[src/rtl/systolic_array_os.sv]
// Output-stationary systolic GEMM engine: computes one ROWS x COLS tile of
// C = A x B with a run-time reduction depth, then streams the tile out one
// row per ready/valid beat.
module systolic_array_os #(
    parameter int DATA_W = 8,
    parameter int ACC_W  = 32,
    parameter int ROWS   = 4,
    parameter int COLS   = 4,
    parameter int K_W    = 16,
    parameter int RIDX_W = (ROWS > 1) ? $clog2(ROWS) : 1
) (
    input  logic                    clk,
    input  logic                    rst_n,
    input  logic                    start,
    input  logic [K_W-1:0]          k_len,
    output logic                    busy,
    input  logic                    in_valid,
    output logic                    in_ready,
    input  logic [ROWS*DATA_W-1:0]  a_in_bus,
    input  logic [COLS*DATA_W-1:0]  b_in_bus,
    output logic                    out_valid,
    input  logic                    out_ready,
    output logic [COLS*ACC_W-1:0]   out_row,
    output logic [RIDX_W-1:0]       out_row_idx,
    output logic                    out_last,
    output logic                    done
);

    typedef enum logic [1:0] {IDLE, LOAD, FLUSH, DRAIN} state_t;

    // The last operand needs ROWS+COLS-2 extra cycles to reach the far corner PE.
    localparam int FLUSH_LEN = ROWS + COLS - 1;
    localparam int FCNT_W    = $clog2(FLUSH_LEN + 1);

    state_t              state;
    state_t              state_next;
    logic [K_W-1:0]      k_len_q;
    logic [K_W-1:0]      beat_cnt;
    logic [FCNT_W-1:0]   flush_cnt;
    logic [RIDX_W-1:0]   row_idx;
    logic                done_q;

    logic                accept;
    logic                clear_acc;
    logic                row_hs;
    logic                last_hs;

    // Left-edge (A) and top-edge (B) operands after skewing, with valid tags.
    logic [DATA_W-1:0]   a_inj   [ROWS];
    logic                a_inj_v [ROWS];
    logic [DATA_W-1:0]   b_inj   [COLS];
    logic                b_inj_v [COLS];

    // Operands each PE forwards to its right / lower neighbour.
    logic [DATA_W-1:0]   a_pipe   [ROWS][COLS];
    logic                a_pipe_v [ROWS][COLS];
    logic [DATA_W-1:0]   b_pipe   [ROWS][COLS];
    logic                b_pipe_v [ROWS][COLS];
    logic [ACC_W-1:0]    acc_arr  [ROWS][COLS];

    assign accept    = (state == LOAD) && in_valid;
    assign clear_acc = (state == IDLE) && start;
    assign row_hs    = (state == DRAIN) && out_ready;
    assign last_hs   = row_hs && (row_idx == RIDX_W'(ROWS - 1));

    // Next-state logic for the job sequencer.
    always_comb begin
        state_next = state;
        case (state)
            IDLE:    if (start) state_next = (k_len == '0) ? DRAIN : LOAD;
            LOAD:    if (accept && (beat_cnt == k_len_q - K_W'(1))) state_next = FLUSH;
            FLUSH:   if (flush_cnt == FCNT_W'(FLUSH_LEN - 1)) state_next = DRAIN;
            DRAIN:   if (last_hs) state_next = IDLE;
            default: state_next = IDLE;
        endcase
    end

    // State register plus the one-cycle done pulse following the last row.
    always_ff @(posedge clk or negedge rst_n) begin
        if (!rst_n) begin
            state  <= IDLE;
            done_q <= 1'b0;
        end else begin
            state  <= state_next;
            done_q <= last_hs;
        end
    end

    // Job length latch and accepted-beat counter.
    always_ff @(posedge clk or negedge rst_n) begin
        if (!rst_n) begin
            k_len_q  <= '0;
            beat_cnt <= '0;
        end else if (clear_acc) begin
            k_len_q  <= k_len;
            beat_cnt <= '0;
        end else if (accept) begin
            beat_cnt <= beat_cnt + K_W'(1);
        end
    end

    // Flush cycle counter, reset whenever the FSM is outside FLUSH.
    always_ff @(posedge clk or negedge rst_n) begin
        if (!rst_n) begin
            flush_cnt <= '0;
        end else if (state == FLUSH) begin
            flush_cnt <= flush_cnt + FCNT_W'(1);
        end else begin
            flush_cnt <= '0;
        end
    end

    // Drain row pointer, advanced on each accepted result row.
    always_ff @(posedge clk or negedge rst_n) begin
        if (!rst_n) begin
            row_idx <= '0;
        end else if (clear_acc || last_hs) begin
            row_idx <= '0;
        end else if (row_hs) begin
            row_idx <= row_idx + RIDX_W'(1);
        end
    end

    // Row skew: row i sees its A operand i cycles late; bubbles inject zero/invalid.
    for (genvar i = 0; i < ROWS; i++) begin : g_askew
        logic [DATA_W-1:0] a_src;
        assign a_src = accept ? a_in_bus[(i+1)*DATA_W-1 -: DATA_W] : '0;
        if (i == 0) begin : g_direct
            assign a_inj[i]   = a_src;
            assign a_inj_v[i] = accept;
        end else begin : g_delay
            logic [DATA_W-1:0] dly   [i];
            logic              dly_v [i];
            // Shift chain delaying this row's operand by i cycles.
            always_ff @(posedge clk or negedge rst_n) begin
                if (!rst_n) begin
                    for (int d = 0; d < i; d++) begin
                        dly[d]   <= '0;
                        dly_v[d] <= 1'b0;
                    end
                end else begin
                    dly[0]   <= a_src;
                    dly_v[0] <= accept;
                    for (int d = 1; d < i; d++) begin
                        dly[d]   <= dly[d-1];
                        dly_v[d] <= dly_v[d-1];
                    end
                end
            end
            assign a_inj[i]   = dly[i-1];
            assign a_inj_v[i] = dly_v[i-1];
        end
    end

    // Column skew: column j sees its B operand j cycles late.
    for (genvar j = 0; j < COLS; j++) begin : g_bskew
        logic [DATA_W-1:0] b_src;
        assign b_src = accept ? b_in_bus[(j+1)*DATA_W-1 -: DATA_W] : '0;
        if (j == 0) begin : g_direct
            assign b_inj[j]   = b_src;
            assign b_inj_v[j] = accept;
        end else begin : g_delay
            logic [DATA_W-1:0] dly   [j];
            logic              dly_v [j];
            // Shift chain delaying this column's operand by j cycles.
            always_ff @(posedge clk or negedge rst_n) begin
                if (!rst_n) begin
                    for (int d = 0; d < j; d++) begin
                        dly[d]   <= '0;
                        dly_v[d] <= 1'b0;
                    end
                end else begin
                    dly[0]   <= b_src;
                    dly_v[0] <= accept;
                    for (int d = 1; d < j; d++) begin
                        dly[d]   <= dly[d-1];
                        dly_v[d] <= dly_v[d-1];
                    end
                end
            end
            assign b_inj[j]   = dly[j-1];
            assign b_inj_v[j] = dly_v[j-1];
        end
    end

    // PE grid: each PE multiplies its incoming pair, accumulates, and forwards.
    for (genvar i = 0; i < ROWS; i++) begin : g_row
        for (genvar j = 0; j < COLS; j++) begin : g_col
            logic [DATA_W-1:0]          a_here;
            logic                       a_here_v;
            logic [DATA_W-1:0]          b_here;
            logic                       b_here_v;
            logic signed [2*DATA_W-1:0] prod;
            logic [DATA_W-1:0]          a_reg;
            logic                       a_reg_v;
            logic [DATA_W-1:0]          b_reg;
            logic                       b_reg_v;
            logic [ACC_W-1:0]           acc;

            if (j == 0) begin : g_aedge
                assign a_here   = a_inj[i];
                assign a_here_v = a_inj_v[i];
            end else begin : g_ain
                assign a_here   = a_pipe[i][j-1];
                assign a_here_v = a_pipe_v[i][j-1];
            end

            if (i == 0) begin : g_bedge
                assign b_here   = b_inj[j];
                assign b_here_v = b_inj_v[j];
            end else begin : g_bin
                assign b_here   = b_pipe[i-1][j];
                assign b_here_v = b_pipe_v[i-1][j];
            end

            assign prod = $signed(a_here) * $signed(b_here);

            // Forward operands and accumulate only when both tags are valid.
            always_ff @(posedge clk or negedge rst_n) begin
                if (!rst_n) begin
                    a_reg   <= '0;
                    a_reg_v <= 1'b0;
                    b_reg   <= '0;
                    b_reg_v <= 1'b0;
                    acc     <= '0;
                end else begin
                    a_reg   <= a_here;
                    a_reg_v <= a_here_v;
                    b_reg   <= b_here;
                    b_reg_v <= b_here_v;
                    if (clear_acc) begin
                        acc <= '0;
                    end else if (a_here_v && b_here_v) begin
                        acc <= acc + ACC_W'(prod);
                    end
                end
            end

            assign a_pipe[i][j]   = a_reg;
            assign a_pipe_v[i][j] = a_reg_v;
            assign b_pipe[i][j]   = b_reg;
            assign b_pipe_v[i][j] = b_reg_v;
            assign acc_arr[i][j]  = acc;
        end
    end

    // Result row mux; the output bus stays zero outside DRAIN.
    always_comb begin
        out_row = '0;
        if (state == DRAIN) begin
            for (int j = 0; j < COLS; j++) begin
                out_row[j*ACC_W +: ACC_W] = acc_arr[row_idx][j];
            end
        end
    end

    assign busy        = (state != IDLE);
    assign in_ready    = (state == LOAD);
    assign out_valid   = (state == DRAIN);
    assign out_row_idx = (state == DRAIN) ? row_idx : '0;
    assign out_last    = (state == DRAIN) && (row_idx == RIDX_W'(ROWS - 1));
    assign done        = done_q;

endmodule

[config.mk]
export PLATFORM = sky130hd
export DESIGN_NAME = systolic_array_os
export DESIGN_NICKNAME = d
export VERILOG_FILES = /design/src/rtl/systolic_array_os.sv
export SDC_FILE = /design/constraint.sdc
export NUM_CORES = 2
export LEC_CHECK = 0
export CORE_MARGIN = 8
export CORE_UTILIZATION = 45
export DETAILED_ROUTE_END_ITERATION = 16
export HOLD_SLACK_MARGIN = 0.15
export PLACE_DENSITY = 0.57
export SYNTH_ARGS = -nofsm -noshare
export SYNTH_HDL_FRONTEND = slang
export SYNTH_SLANG_ARGS = --single-unit
[constraint.sdc]
create_clock -name clk -period 11.19 [get_ports clk]
set_input_delay 1.119 -clock clk [delete_from_list [all_inputs] [get_ports clk]]
set_output_delay 1.119 -clock clk [all_outputs]
set_load 0.05 [all_outputs]
==> After elaboration in Yosys (flattened, before gate mapping) <==
Index checks and enable logic that the tools add are counted.
{ "word_totals": {"reg_bits": 846, "latch_bits": 0, "ram_bits": 0, "rom_bits": 0, "input_bits": 85, "output_inout_bits": 135, "mem_count": 0} }
{ "op_classes": {"n_addsub": 20, "mul": 16, "div_mod_pow": 0, "magnitude_cmp": 1, "n_eq_ne": 10, "shift": 0, "n_mux": 56, "n_bitwise": 1, "n_reduce_logical": 19} }
{ "op_table": {"columns": ["operator", "n"], "rows": [
  ["$mux 32", 32],
  ["$add 32x32->32", 16],
  ["$mux 128", 3],
  ["$bmux 128 s2", 1],
  ["$mul 8x8->16", 16],
  ["$mux 8", 8],
  ["$mux 16", 2],
  ["$reduce_bool 2->1", 9],
  ["$add 16x1->16 const B", 1],
  ["$eq 16x16->1", 1],
  ["$logic_not 16->1", 1],
  ["$mux 2", 8],
  ["$sub 16x1->16 const B", 1],
  ["$pmux 2 s4", 1],
  ["$eq 2x2->1 const B", 3],
  ["$logic_and 1x1->1", 6],
  ["$ne 2x1->1 const B", 2],
  ["$ne 2x2->1 const B", 2],
  ["$reduce_and 4->1", 1],
  ["$add 3x1->3 const B", 1],
  ["$eq 3x3->1 const B", 1],
  ["$ge 3x3->1 const B", 1],
  ["$mux 3", 1],
  ["$not 2->3", 1],
  ["other kinds (4)", 4]
]} }

==> Depth between registers and ports, before layout <==
{ "depth": {"word_depth": 7, "ltp_mapped": 35} }

==> Least setup slack after synthesis <==
Ideal clock, no wire load.
{ "synth_timing": {"path_type": "input to register", "start": "input port in_valid", "end": "register g_row[0].g_col[0].acc[27]", "setup_ns": 0.140, "arrival_ns": 7.542, "required_time_ns": 11.050, "setup_slack_ns": 3.508, "cell_stages": 31, "cell_sequence": "nand2_1 -> inv_1 -> clkbuf_1 -> nand2_1 -> or2_2 -> fa_1 -> fa_1 -> inv_1 -> fa_1 -> inv_1 -> fa_1 -> inv_1 -> ha_1 -> inv_1 -> o21bai_1 -> a21oi_1 -> o21bai_1 -> a211o_1 -> a21o_1 -> nand2_1 -> ha_1 -> clkbuf_1 -> a21o_1 -> a21o_1 -> a21oi_1 -> o21ai_0 -> a211oi_1 -> o21ba_2 -> o21ai_1 -> a2111oi_0 -> a211oi_1"} }
{ "synth_between": {"elab_chain_cells": 6, "word_cells_on_any_way": 8, "cone_classes": "add/sub: 1; mul: 1; mux: 4; reduce/logical: 2"} }
{ "synth_lines": {"columns": ["item", "line_no", "text"], "rows": [
  ["from (decl)", "17", "input logic in_valid,"],
  ["$logic_and 1x1->1 *", "61", "assign accept = (state == LOAD) && in_valid;"],
  ["$mux 8 (on tied branches)", "127, 158", null],
  ["$mul 8x8->16", "216", "assign prod = $signed(a_here) * $signed(b_here);"],
  ["$add 32x32->32", "234", "acc <= acc + ACC_W'(prod);"],
  ["$mux 32", "233", "end else if (a_here_v && b_here_v) begin"],
  ["$mux 32", "231", "if (clear_acc) begin"],
  ["to (signal assigned)", "234", null],
  ["to (decl)", "198", "logic [ACC_W-1:0] acc;"]
]} }
Every way passes the cells marked *; elsewhere a longest branch is shown, timed or not. The select of a mux whose other input is x is not followed.
A chain may end at the register's enable or synchronous reset.

==> Worst setup path in the final report <==
{ "layout_timing": {"start": "register state[1]", "end": "register g_row[0].g_col[0].acc[27]"} }
{ "layout_between": {"elab_chain_cells": 7, "word_cells_on_any_way": 11, "cone_classes": "add/sub: 1; mul: 1; eq/ne: 1; mux: 4; reduce/logical: 4"} }
{ "layout_lines": {"columns": ["item", "line_no", "text"], "rows": [
  ["from (decl)", "35", "state_t state;"],
  ["from (signal assigned)", "84", "state <= state_next;"],
  ["$eq 2x1->1", "61", null],
  ["$logic_and 1x1->1", "61", null],
  ["$mux 8 (on tied branches)", "127, 158", null],
  ["$mul 8x8->16", "216", null],
  ["$add 32x32->32", "234", null],
  ["$mux 32", "233", null],
  ["$mux 32", "231", null]
]} }
Parallel ways exist; a longest one is shown, timed or not. The select of a mux whose other input is x is not followed.

==> results.md <==
- Fill count: 20200
- Worst EP required: 11850 ps
- RSZ-0062 raised after global routing: false
- Storage cell area: 0.0212 sq mm
- Fin. Hold Viols: 0
- Die H: 479 um
- GRT Util Overall: 24.1%
- Worst-Skew Late Latency: 800 ps
- Crit Path Category: register to register
- Vias per inst: 5.56
- Routed Wire Length: 279000 um
- First-pass GRT wire length: 441000 um
- EDFF count, synth: 0
- Warnings, synthesis: 0
- Worst hold path class: register to register
- Final period utilization: 76.8%
- Setup_tns: 0 ps
- Post-layout util: 49.6%
- Simple-gate portion of the synthesized area: 16.9%
- Max Slew Vio Count: 0
- Pre-antenna DRT Iters: 8
- Die X: 479 um
- Netlist cell types: 96
- Total CTS buffers: 112
- Synth Instances: 10400
- Reg-to-Reg End: g_row[0].g_col[0].acc[27]
- Clk_skew: 43.8 ps
- Clock transition at path regs: 60 ps
- Largest family of logic cells by synthesized area: adder cells
- Crit-path leading delay family: adder cells
- Leakage power: 0.0522 uW
- Final routed DRC violation total: 0
- # rows: 170
- Adder-Cell Fraction of Synth Area: 31.2%
- Register bit total from synthesis: 846
- Final setup viols: 0
- Max reg flops: 512
- Post-route cell area: 0.106 sq mm
- # IOs: 220
- Share of post-route cells with drive strength above 1: 4.44%
- Hpwl dp: 220000 um
- Grt total ovfl: 0
- Clock buffer depth: 3
- DRT antenna net count: 0
- Worst VDD drop: 0.134 mV
- Post-synth ARST share: 100%
- Post-CTS Hold Buffers: 0
- Syn Nets: 12400
- Total die area: 0.230 sq mm
- Mux cell area share after synthesis: 5.52%
- Synth Area in Compound Gates: 12.7%
- Pwr dens: 188 mW/mm^2
- Reg-to-Reg Start: state[1]
- Largest net degree at the start of global routing: 159
- Multi-input gate area in the final layout: 0.0693 sq mm
- Synth area leader: dfrtp_1
- Least-Margin Pin Slew: 1140 ps
- Worst slew margin: 24.1%
- Reg2reg path depth: 30
- Maxcap violations: 0
- Post-Synth XOR/XNOR Area: 5.40%
- Nets: 12600
- Drt initial violations: 5149
- CTS tree: done
- Root Buffer: clkbuf_16
- CP max FO: 52
- Global placer's final weighted congestion: 0.911
- Area of placed instances: 0.102 sq mm
- Crit. End Element: register
- Synth Cell Area: 0.0966 sq mm
- Critical path buffer and inverter count: 5
- Post-CTS setup buffer count: 0
- Initial antenna violation count: 30
- Cts repair resizes: 0
- Design Power: 20000 uW
- WL per Instance: 20.6 um
- I/O Buffers: 219
- Vias: 75400
- Placed cell count: 13300
- Startpoint types: register
- CP max stage cell: ha_1
- Sequential area share after synthesis: 21.9%
- Hold path startpoint: g_bskew[2].g_delay.dly[14]
- Slowest cell delay on critical path: 600 ps
- Largest cells by area after synthesis: dfrtp_1, fa_1, ha_1
- Top_reg_cell synth: dfrtp_1
- Hold Path End: g_row[0].g_col[2].b_here[6]
- Final min period: 8600 ps
- Syn avg cell area: 9.25 sq um
- Htree depth: 3
- Vias in the first global route: 76700
- Finished Layout Cells: 13500
- Area Overhead vs Synth: 9.97%
- Max Clk Rate: 0.116 GHz
- Reg-to-reg setup timing slack: 2590 ps
- Run status: completed
- Core Footprint: 0.214 sq mm
- Hold depth: 0
- CP Data Arrival Time: 9260 ps
- Yosys top cell area share: 21.9%
- Initial Util: 45.1%
- Clock net sink count: 846
==> worst max-delay path by stage <==
stage / startpoint / to / slack (ps) / cells after the start
5_1_grt: state[1] / g_row[0].g_col[0].acc[27] / 1970 / 30
2_1_floorplan: in_valid / g_row[0].g_col[0].acc[27] / 3510 / 31
3_3_place_gp: in_valid / g_row[0].g_col[0].acc[27] / 2030 / 31
3_5_place_dp: in_valid / g_row[0].g_col[0].acc[27] / 1970 / 31
4_1_cts: state[1] / g_row[0].g_col[0].acc[27] / 2540 / 30
6_report: state[1] / g_row[0].g_col[0].acc[27] / 2590 / 30
==> stage by stage <==
| step | worst slack, ps | hold slack (ps) |
|---|---|---|
| after CTS | 2540 | 347 |
| after floorplan | 3510 | 331 |
| after detailed placement | 1970 | 335 |
| after global placement | 2030 | 331 |
| final | 2590 | 345 |
| after global routing | 1970 | 353 |
==> report_power, final <==
part | internal, uW | leakage, uW | switching [uW]
clock network | 2460 | 0.00200 | 1620
logic | 4240 | 0.0387 | 6120
registers | 3970 | 0.0114 | 1600
total | 10700 | 0.0522 | 9330
==> Yosys cell counts, types with 15 or more instances <==
| cell | number |
|---|---|
| o22ai_1 | 30 |
| nor3_1 | 164 |
| nor2_1 | 701 |
| mux2i_1 | 242 |
| nand3b_1 | 20 |
| a211o_1 | 26 |
| and4_1 | 15 |
| a2111oi_0 | 20 |
| clkbuf_1 | 187 |
| nor3b_1 | 18 |
| o211ai_1 | 46 |
| o21ai_0 | 347 |
| o21ai_1 | 20 |
| fa_1 | 896 |
| o21bai_1 | 75 |
| mux4_2 | 128 |
| inv_1 | 1395 |
| or3_1 | 85 |
| nor4b_1 | 16 |
| nand2b_1 | 152 |
| nor4_1 | 31 |
| nor2b_1 | 107 |
| o31ai_1 | 30 |
| a21oi_1 | 582 |
| a21boi_0 | 25 |
| ha_1 | 972 |
| and3_1 | 139 |
| a31oi_1 | 78 |
| a21o_1 | 236 |
| nand3_1 | 143 |
| xnor2_1 | 454 |
| o21a_1 | 115 |
| and2_1 | 789 |
| buf_1 | 50 |
| a211oi_1 | 124 |
| nand2_1 | 715 |
| xor2_1 | 142 |
| dfrtp_1 | 846 |
| or2_2 | 25 |
| nand4_1 | 50 |
==> final cells by class <==
| class | count | area share (%) |
|---|---|---|
| multi-input cells | 7963 | 65.3 |
| flip-flops and latches | 846 | 20.0 |
| inverters | 1399 | 4.95 |
| well taps | 2838 | 3.34 |
| clock buffers | 139 | 2.95 |
| repair buffers | 275 | 2.54 |
| clock inverters | 73 | 0.965 |
| diodes | 15 | 0.0353 |
==> placed cells by master, fill, tap and decap left out, types with 236 or more instances in the layout <==
master / Yosys / layout
a21oi_1: 582 / 582
mux2i_1: 242 / 242
inv_1: 1395 / 1394
a21o_1: 236 / 236
xnor2_1: 454 / 451
and2_1: 789 / 788
nor2_1: 701 / 701
o21ai_0: 347 / 347
ha_1: 972 / 970
fa_1: 896 / 896
nand2_1: 715 / 714
dfrtp_1: 846 / 839
==> worst reg2reg max path: cells and delay by family (launching register included) <==
kind                     cells  cell delay, ps
AND/OR/NAND/NOR              4            1230
flip-flops                   1             430
buffers and inverters        5             890
AO/OA/AOI/OAI               14            2850
adder cells (fa/ha/maj)      7            3060
==> metal layers <==
| layer | up-vias | track usage [%] | routed length, um |
|---|---|---|---|
| li1 | 35500 | - | - |
| met1 | 37800 | 34.1 | 129000 |
| met2 | 1721 | 39.4 | 128000 |
| met3 | 347 | 2.64 | 13300 |
| met4 | 6 | 6.52 | 8340 |
| met5 | - | 0 | 34 |
==> kinds of logic (layout without fill, tap and decap cells) <==
group / after synthesis / count (layout)
xor gates and xnor gates: 596 / 596
DFF: 846 / 846
other: 0 / 15
muxes: 372 / 372
adders and majority gates: 1868 / 1868
buffers and inverters: 1638 / 1886
and+or+nand+nor: 3204 / 3204
AOI/OAI and AO/OA: 1923 / 1923
(Power assumes the default switching activity.)
